--- config.mk ---
export PLATFORM = sky130hd
export DESIGN_NAME = data_sync_tx_flat
export DESIGN_NICKNAME = d
export VERILOG_FILES = /design/src/rtl/data_sync_tx_if.sv /design/src/rtl/data_sync_tx.sv /design/src/flat_wrapper.sv
export SDC_FILE = /design/constraint.sdc
export NUM_CORES = 1
export LEC_CHECK = 0
export BUFFER_PORTS_ARGS = -buffer_cell sky130_fd_sc_hd__buf_2
export CAP_MARGIN = 20
export CORE_MARGIN = 2
export CORE_UTILIZATION = 54
export DETAILED_ROUTE_END_ITERATION = 6
export GPL_TIMING_DRIVEN = 0
export PLACE_DENSITY = 0.87
export RECOVER_POWER = 50
export SKIP_CTS_REPAIR_TIMING = 1
export SLEW_MARGIN = 20
export SYNTH_ARGS = -nofsm -noshare
export SYNTH_HDL_FRONTEND = slang
export SYNTH_SLANG_ARGS = --single-unit
--- constraint.sdc ---
create_clock -name CLK -period 4.35 [get_ports CLK]
set_input_delay 0.6525 -clock CLK [delete_from_list [all_inputs] [get_ports CLK]]
set_output_delay 0.6525 -clock CLK [all_outputs]
set_load 0.02 [all_outputs]
--- src/rtl/data_sync_tx_if.sv ---
// Upstream word handshake into the DATA_SYNC launcher.
// The upstream side drives the word and valid, and the launcher answers with ready.
interface data_sync_tx_if #(
    parameter int BUS_WIDTH = 8
) ();
    logic [BUS_WIDTH-1:0] tx_data;
    logic                 tx_valid;
    logic                 tx_ready;

    modport master (output tx_data, output tx_valid, input  tx_ready);
    modport slave  (input  tx_data, input  tx_valid, output tx_ready);
endinterface

--- src/rtl/data_sync_tx.sv ---
// Source-domain launcher for DATA_SYNC: holds unsync_bus stable while the far side captures it,
// either for a fixed number of cycles or until a four-phase ack handshake completes.
//
// state   | meaning
// IDLE    | waiting for a word; the bus keeps the last word sent
// ENA     | timed mode: bus_enable high, counting ENABLE_CYCLES
// GUARD   | timed mode: bus_enable low, bus held for GUARD_CYCLES
// REQ     | ack mode: bus_enable high, waiting for the synchronized ack to rise
// ACKLO   | ack mode: bus_enable low, waiting for the synchronized ack to fall
module data_sync_tx #(
    parameter int BUS_WIDTH     = 8,
    parameter int NUM_STAGES    = 2,
    parameter int USE_ACK       = 1,
    parameter int ENABLE_CYCLES = 3,
    parameter int GUARD_CYCLES  = 4
) (
    input  logic                 CLK,
    input  logic                 RST,
    data_sync_tx_if.slave        tx_if,
    input  logic                 ack_async,
    output logic [BUS_WIDTH-1:0] unsync_bus,
    output logic                 bus_enable,
    output logic                 busy
);
    localparam int MAX_CNT = (ENABLE_CYCLES > GUARD_CYCLES) ? ENABLE_CYCLES : GUARD_CYCLES;
    localparam int CW      = (MAX_CNT > 0) ? $clog2(MAX_CNT + 1) : 1;
    localparam logic [CW-1:0] ENA_LOAD = CW'(ENABLE_CYCLES - 1);
    localparam logic [CW-1:0] GRD_LOAD = (GUARD_CYCLES > 0) ? CW'(GUARD_CYCLES - 1) : '0;
    localparam logic [CW-1:0] CNT_ONE  = CW'(1);

    typedef enum logic [2:0] {
        S_IDLE,
        S_ENA,
        S_GUARD,
        S_REQ,
        S_ACKLO
    } state_t;

    state_t                state, state_nxt;
    logic [CW-1:0]         count, count_nxt;
    logic [BUS_WIDTH-1:0]  bus_nxt;
    logic                  en_nxt;
    logic [NUM_STAGES-1:0] ack_sync;
    logic                  ack_s;
    logic                  tx_ready;
    logic                  accept;

    assign ack_s  = ack_sync[NUM_STAGES-1];
    assign accept = tx_if.tx_valid && tx_ready;

    always_ff @(posedge CLK or negedge RST) begin
        if (!RST) begin
            state      <= S_IDLE;
            count      <= '0;
            unsync_bus <= '0;
            bus_enable <= 1'b0;
            ack_sync   <= '0;
        end else begin
            state      <= state_nxt;
            count      <= count_nxt;
            unsync_bus <= bus_nxt;
            bus_enable <= en_nxt;
            ack_sync   <= {ack_sync[NUM_STAGES-2:0], ack_async};
        end
    end

    always_comb begin
        state_nxt = state;
        count_nxt = count;
        bus_nxt   = unsync_bus;
        en_nxt    = bus_enable;
        unique case (state)
            S_IDLE: begin
                if (accept) begin
                    bus_nxt   = tx_if.tx_data;
                    en_nxt    = 1'b1;
                    count_nxt = ENA_LOAD;
                    state_nxt = (USE_ACK != 0) ? S_REQ : S_ENA;
                end
            end
            S_ENA: begin
                if (count == '0) begin
                    en_nxt = 1'b0;
                    if (GUARD_CYCLES == 0) begin
                        state_nxt = S_IDLE;
                    end else begin
                        state_nxt = S_GUARD;
                        count_nxt = GRD_LOAD;
                    end
                end else begin
                    count_nxt = count - CNT_ONE;
                end
            end
            S_GUARD: begin
                if (count == '0) state_nxt = S_IDLE;
                else             count_nxt = count - CNT_ONE;
            end
            S_REQ: begin
                if (ack_s) begin
                    en_nxt    = 1'b0;
                    state_nxt = S_ACKLO;
                end
            end
            S_ACKLO: begin
                if (!ack_s) state_nxt = S_IDLE;
            end
            default: state_nxt = S_IDLE;
        endcase
    end

    // Ready comes from registers only; a stale ack blocks acceptance until it clears.
    always_comb begin
        tx_ready       = (state == S_IDLE) && !((USE_ACK != 0) && ack_s);
        busy           = (state != S_IDLE);
        tx_if.tx_ready = tx_ready;
    end
endmodule

--- src/flat_wrapper.sv ---
// flat-port wrapper written by rule: the top's interface ports become plain ports
module data_sync_tx_flat 
#(
    parameter int BUS_WIDTH     = 8,
    parameter int NUM_STAGES    = 2,
    parameter int USE_ACK       = 1,
    parameter int ENABLE_CYCLES = 3,
    parameter int GUARD_CYCLES  = 4
)
  (CLK, RST, ack_async, unsync_bus, bus_enable, busy, tx_if_tx_data, tx_if_tx_valid, tx_if_tx_ready);
  data_sync_tx_if #(.BUS_WIDTH(BUS_WIDTH)) tx_if_i ();
  input  logic CLK;
  input  logic RST;
  input  logic ack_async;
  output logic [BUS_WIDTH-1:0] unsync_bus;
  output logic bus_enable;
  output logic busy;
  input wire logic [$bits(tx_if_i.tx_data)-1:0] tx_if_tx_data;
  input wire logic [$bits(tx_if_i.tx_valid)-1:0] tx_if_tx_valid;
  output wire logic [$bits(tx_if_i.tx_ready)-1:0] tx_if_tx_ready;
  assign tx_if_i.tx_data = tx_if_tx_data;
  assign tx_if_i.tx_valid = tx_if_tx_valid;
  assign tx_if_tx_ready = tx_if_i.tx_ready;
  data_sync_tx #(.BUS_WIDTH(BUS_WIDTH), .NUM_STAGES(NUM_STAGES), .USE_ACK(USE_ACK), .ENABLE_CYCLES(ENABLE_CYCLES), .GUARD_CYCLES(GUARD_CYCLES)) u_core (.CLK(CLK), .RST(RST), .tx_if(tx_if_i), .ack_async(ack_async), .unsync_bus(unsync_bus), .bus_enable(bus_enable), .busy(busy));
endmodule
==> impl_metrics.ini, run 1 <==
[status]
status = finished, final reports clean

[logic_synthesis]
synth_seq_cells = 17
async_flop_share = 1.00
ys.warnings.count = 0
synth_top_cell_by_area = dfrtp_1
synth_area_um2 = 856
synth_fp_nets = 86
synthCells = 72
ys_types = 27
synthTopCellsByArea = dfrtp_1, mux2_4, nor2b_1, a21oi_1, ha_1
synth.avg_cell_area_um2 = 11.9
synth_flop_cell = dfrtp_1
ys_seq_area_frac = 0.497
synth_edf_count = 0
synth.top_cell.area_share = 0.497

[clocking]
cts_tree = done
cts_sinks = 17
cts.path.max_buffers = 2
clk_latency_ns = 0.29
clockRootBuffer = clkbuf_4
cts.clk_slew.worst_paths_ns = 0.10
numCtsBuffers = 3
htree_num_levels = 1

[finish]
num-fill-cells = 102
syn2layout_area_growth_pct = 18.1
multi_input_area_um2 = 410
regArea_um2 = 425
fin_util = 0.679
layout-drive-gt1-share = 0.378
final_cell_mix = buf_2, dfrtp_1, mux2_4, nor2b_1, a21oi_1
final_cells = 114
final_common_cell = buf_2
nets = 113
diodes = 0

[sta]
max-slew-margin-rel = 0.387
grt_setup_unrepaired = false
setup_viol = 0
finalSetupTns_ns = 0
period_share = 0.490
final-hold-violation-count = 0
clock_skew_ns = 0.000983
report.final.slew_viol_count = 0
fin_crit_ns = 2.13
worst_slew_pin_slew_ns = 0.920
fmax_ghz = 0.469

[global_route]
grt_max_degree = 18
overflow = 0
grt_use_total = 0.217
grt_pass1_wl_um = 2950
antenna_found_initial = 0
first_global_vias = 631

[hold_path]
min-delay-start = u_core.ack_sync[0]
holdCritPathClass = flop to flop
holdPathEnd = u_core.ack_sync[1]
hold_depth = 0

[setup_path]
cp_top_family = simple AND/OR/NAND/NOR gates
rrSetupSlack_ns = 2.75
crit_buf_inv = 1
r2r_end = u_core.count[2]
path_cells = or3_4, nor2_8, buf_2
ff2ff_path_depth = 6
criticalPathCategory = flop to output port
worstPathMaxFanout = 7
r2r-start = u_core.count[0]
cp-end-kind = output port
max_stage_delay_ns = 0.46
slowest_stage = dfrtp_1
critPathLaunchType = flop
cp_data_required_time_ns = 3.70
worstPathArrival_ns = 1.48

[die]
die_area_um2 = 1920
ios = 23
core_area_um2 = 1490
die_w_um = 43.8
rows = 14
start_util = 0.575
fp.dieH_um = 43.8

[flow_run]
maxCapViolCount = 0

[detailed_routing]
viasPerCell = 5.73
drt_iter0_markers = 16
finalWirelength_um = 1870
first_pass_iters = 5
antenna_left = 0
vias = 653
wire_per_inst_um = 16.4
drc = 0

[placed_design]
dp_cells = 110
gp_congestion = 0.767
io_buffers = 22
place_hpwl_um = 1410

[power]
p_leak_nw = 0.504
peakVddDrop_v = 0.000419
power_density_nw_per_um2 = 775
-- cell usage after synthesis, types with 2 or more instances --
cell type	instances
nor2_1	2
mux2_4	8
ha_1	2
dfrtp_1	17
o21ai_0	3
nor3b_1	2
nor3_1	3
inv_1	3
nand2b_1	3
nand2_1	3
a21oi_1	5
a211oi_1	2
nor2b_1	5
-- registers in the layout, indices dropped and copies added, names as in the netlist --
register	cells
u_core.bus_enable	1
u_core.unsync_bus	8
u_core.state	3
u_core.count	3
u_core.ack_sync	2
-- routing by layer --
metal | track usage | up-vias | wire length [µm]
li1 | - | 309 | -
met1 | 0.279 | 307 | 791
met2 | 0.365 | 33 | 949
met3 | 0.0583 | 4 | 103
met4 | 0.0545 | 0 | 23
met5 | 0 | - | 0
-- power by group --
part	switching [W]	leakage, nW	internal, W
Clock	0.0000526	0.0177	0.0000342
Sequential	0.0000576	0.202	0.000228
Combinational	0.000229	0.284	0.000182
-- worst register-to-register path, delay by kind of cell, from the launching register on --
kind	cells	cell delay, ns
adder cells (fa/ha/maj)	1	0.16
AO/OA/AOI/OAI	1	0.20
AND/OR/NAND/NOR	3	0.65
flip-flops	1	0.41
buffers and inverters	1	0.09
-- how the worst max path moves through the flow --
stage	from	end	cells past startpoint
finish	u_core.state[1]	tx_if_tx_ready	3
global route	u_core.state[1]	tx_if_tx_ready	3
CTS	u_core.state[1]	tx_if_tx_ready	3
detailed placement	u_core.state[1]	tx_if_tx_ready	3
global placement	u_core.state[1]	tx_if_tx_ready	3
floorplan	u_core.state[1]	tx_if_tx_ready	2
-- stage by stage --
stage / hold slack [ns] / cell area [µm²] / power [W] / worst slack (ns)
final: 0.379 / 1010 / 0.000783 / 2.22
after global placement: 0.333 / 986 / 0.000670 / 2.57
after floorplan: 0.331 / 856 / 0.000576 / 2.68
after CTS: 0.268 / 1010 / 0.000783 / 2.22
after detailed placement: 0.354 / 986 / 0.000696 / 2.56
after global routing: 0.388 / 1010 / 0.000832 / 2.16
-- area by class of cell --
type                       instances  share of cell area
buffer                             2             0.00743
clock buffer                       3              0.0223
clock inverter                     1             0.00495
inverter                           3              0.0111
multi-input combinational         50               0.406
sequential                        17               0.421
tap                               16              0.0198
timing repair buffer              22               0.108
-- kinds of logic after synthesis --
group,synth area share
adder cells (fa/ha/maj),0.0292
AO/OA/AOI/OAI,0.121
AND/OR/NAND/NOR,0.189
flip-flops,0.497
multiplexers,0.140
buffers and inverters,0.0234
Note: power is estimated with default switching activity, not from simulation.
==> run 2, diff against run 1 <==
--- a/config.mk
+++ b/config.mk
@@ -8,10 +8,10 @@
 export BUFFER_PORTS_ARGS = -buffer_cell sky130_fd_sc_hd__buf_2
 export CAP_MARGIN = 20
 export CORE_MARGIN = 2
-export CORE_UTILIZATION = 54
+export CORE_UTILIZATION = 45
 export DETAILED_ROUTE_END_ITERATION = 6
 export GPL_TIMING_DRIVEN = 0
-export PLACE_DENSITY = 0.87
+export PLACE_DENSITY = 0.78
 export RECOVER_POWER = 50
 export SKIP_CTS_REPAIR_TIMING = 1
 export SLEW_MARGIN = 20
==> constraint.sdc (replaced) <==
create_clock -name CLK -period 1.9 [get_ports CLK]
set_input_delay 0.285 -clock CLK [delete_from_list [all_inputs] [get_ports CLK]]
set_output_delay 0.285 -clock CLK [all_outputs]
set_load 0.02 [all_outputs]
==> impl_metrics.ini, run 2 (same netlist as run 1, synthesis figures left out) <==
[status]
status = finished, final reports clean

[detailed_routing]
wl_met3_um = 62
first_pass_iters = 4
drt_iter0_markers = 5
highest_layer = met3
viasPerCell = 5.19
routed-wl-met2_um = 803
finalWirelength_um = 1580
wl_met1_um = 716
wire_per_inst_um = 12.8
vias = 644
drc = 0
antenna_left = 0

[global_route]
grt_pass1_wl_um = 2570
overflow = 0
antenna_found_initial = 0
grt_use_total = 0.168
grt_max_degree = 18
first_global_vias = 575

[placed_design]
gp_congestion = 0.795
place_hpwl_um = 1200
io_buffers = 22

[setup_path]
critPathLaunchType = flop
criticalPathCategory = flop to output port
ff2ff_path_depth = 4
worstPathMaxFanout = 7
cp-end-kind = output port
cp_data_required_time_ns = 1.62
worstPathArrival_ns = 1.45

[die]
die_w_um = 47.6
fp.dieH_um = 47.6
core_area_um2 = 1760
start_util = 0.485
rows = 15
ios = 23
die_area_um2 = 2270

[clocking]
clk_latency_ns = 0.28
htree_num_levels = 1
clockRootBuffer = clkbuf_4
numCtsBuffers = 3
cts.clk_slew.worst_paths_ns = 0.09
cts_sinks = 17
cts_tree = done
cts.path.max_buffers = 2

[flow_run]
maxCapViolCount = 0

[finish]
fin_util = 0.583
largest_reg_flops = 8
regMostFlops = u_core.unsync_bus
final_cell_mix = buf_2, dfrtp_1, mux2_4, clkbuf_1
final_common_cell = buf_2
multi_input_area_um2 = 410
num-fill-cells = 153
nets = 114
reg_top3 = u_core.unsync_bus (8), u_core.count (3), u_core.state (3)
layout-drive-gt1-share = 0.343
regArea_um2 = 425
diodes = 0
syn2layout_area_growth_pct = 20.2

[sta]
final-hold-violation-count = 0
grt_setup_unrepaired = false
finalSetupTns_ns = 0
clock_skew_ns = 0.00541
whs_ns = 0.106
max-slew-margin-rel = 0.411
fin_crit_ns = 1.73
fmax_ghz = 0.578
period_share = 0.911
worst_slew_pin_slew_ns = 0.883
report.final.slew_viol_count = 0
setup_viol = 0

[hold_path]
hold_depth = 1
holdCritPathClass = input pin to flop

[power]
power_density_nw_per_um2 = 1690
p_leak_nw = 0.499
peakVddDrop_v = 0.000882
## run 2: per-layer routing
| metal | up-vias | GRT usage |
|---|---|---|
| li1 | 308 | - |
| met4 | 0 | 0.0324 |
| met2 | 21 | 0.292 |
| met1 | 315 | 0.221 |
| met3 | 0 | 0.0340 |
| met5 | - | 0 |
## run 2: final timing paths
kind | endpoint | slack [ns] | start
worst min register to register | u_core.ack_sync[1] | 0.37 | u_core.ack_sync[0]
max in group asynchronous | u_core.unsync_bus[4] | 0.71 | RST
worst max-delay path | tx_if_tx_ready | 0.17 | u_core.state[1]
min in group asynchronous | u_core.ack_sync[0] | 0.65 | RST
worst min-delay path | u_core.ack_sync[0] | 0.11 | ack_async
worst max register to register | u_core.unsync_bus[5] | 0.34 | u_core.state[1]
## run 2: layout make-up
cell class	instances	share of cell area
timing repair buffer	23	0.112
buffer	2	0.00852
sequential	17	0.414
inverter	3	0.0109
clock buffer	4	0.0255
tap	25	0.0304
multi-input combinational	50	0.399
## run 2: power by group
part | switching (W) | internal (W)
registers | 0.000122 | 0.000523
logic | 0.000499 | 0.000413
clock network | 0.000101 | 0.0000813
## run 2: through the flow
stage | setup slack, ns | cell area, µm² | instances | total power [W]
floorplan | 0.339 | 856 | 72 | 0.00132
global placement | 0.376 | 997 | 119 | 0.00154
detailed placement | 0.359 | 997 | 119 | 0.00157
CTS | 0.168 | 1020 | 123 | 0.00176
global route | 0.114 | 1030 | 124 | 0.00187
finish | 0.169 | 1030 | 124 | 0.00174
## run 2: critical path, stage by stage (launching register included)
cell	delay, ns
dfrtp_1	0.45
or3_4	0.45
nor2_8	0.11
buf_2	0.17
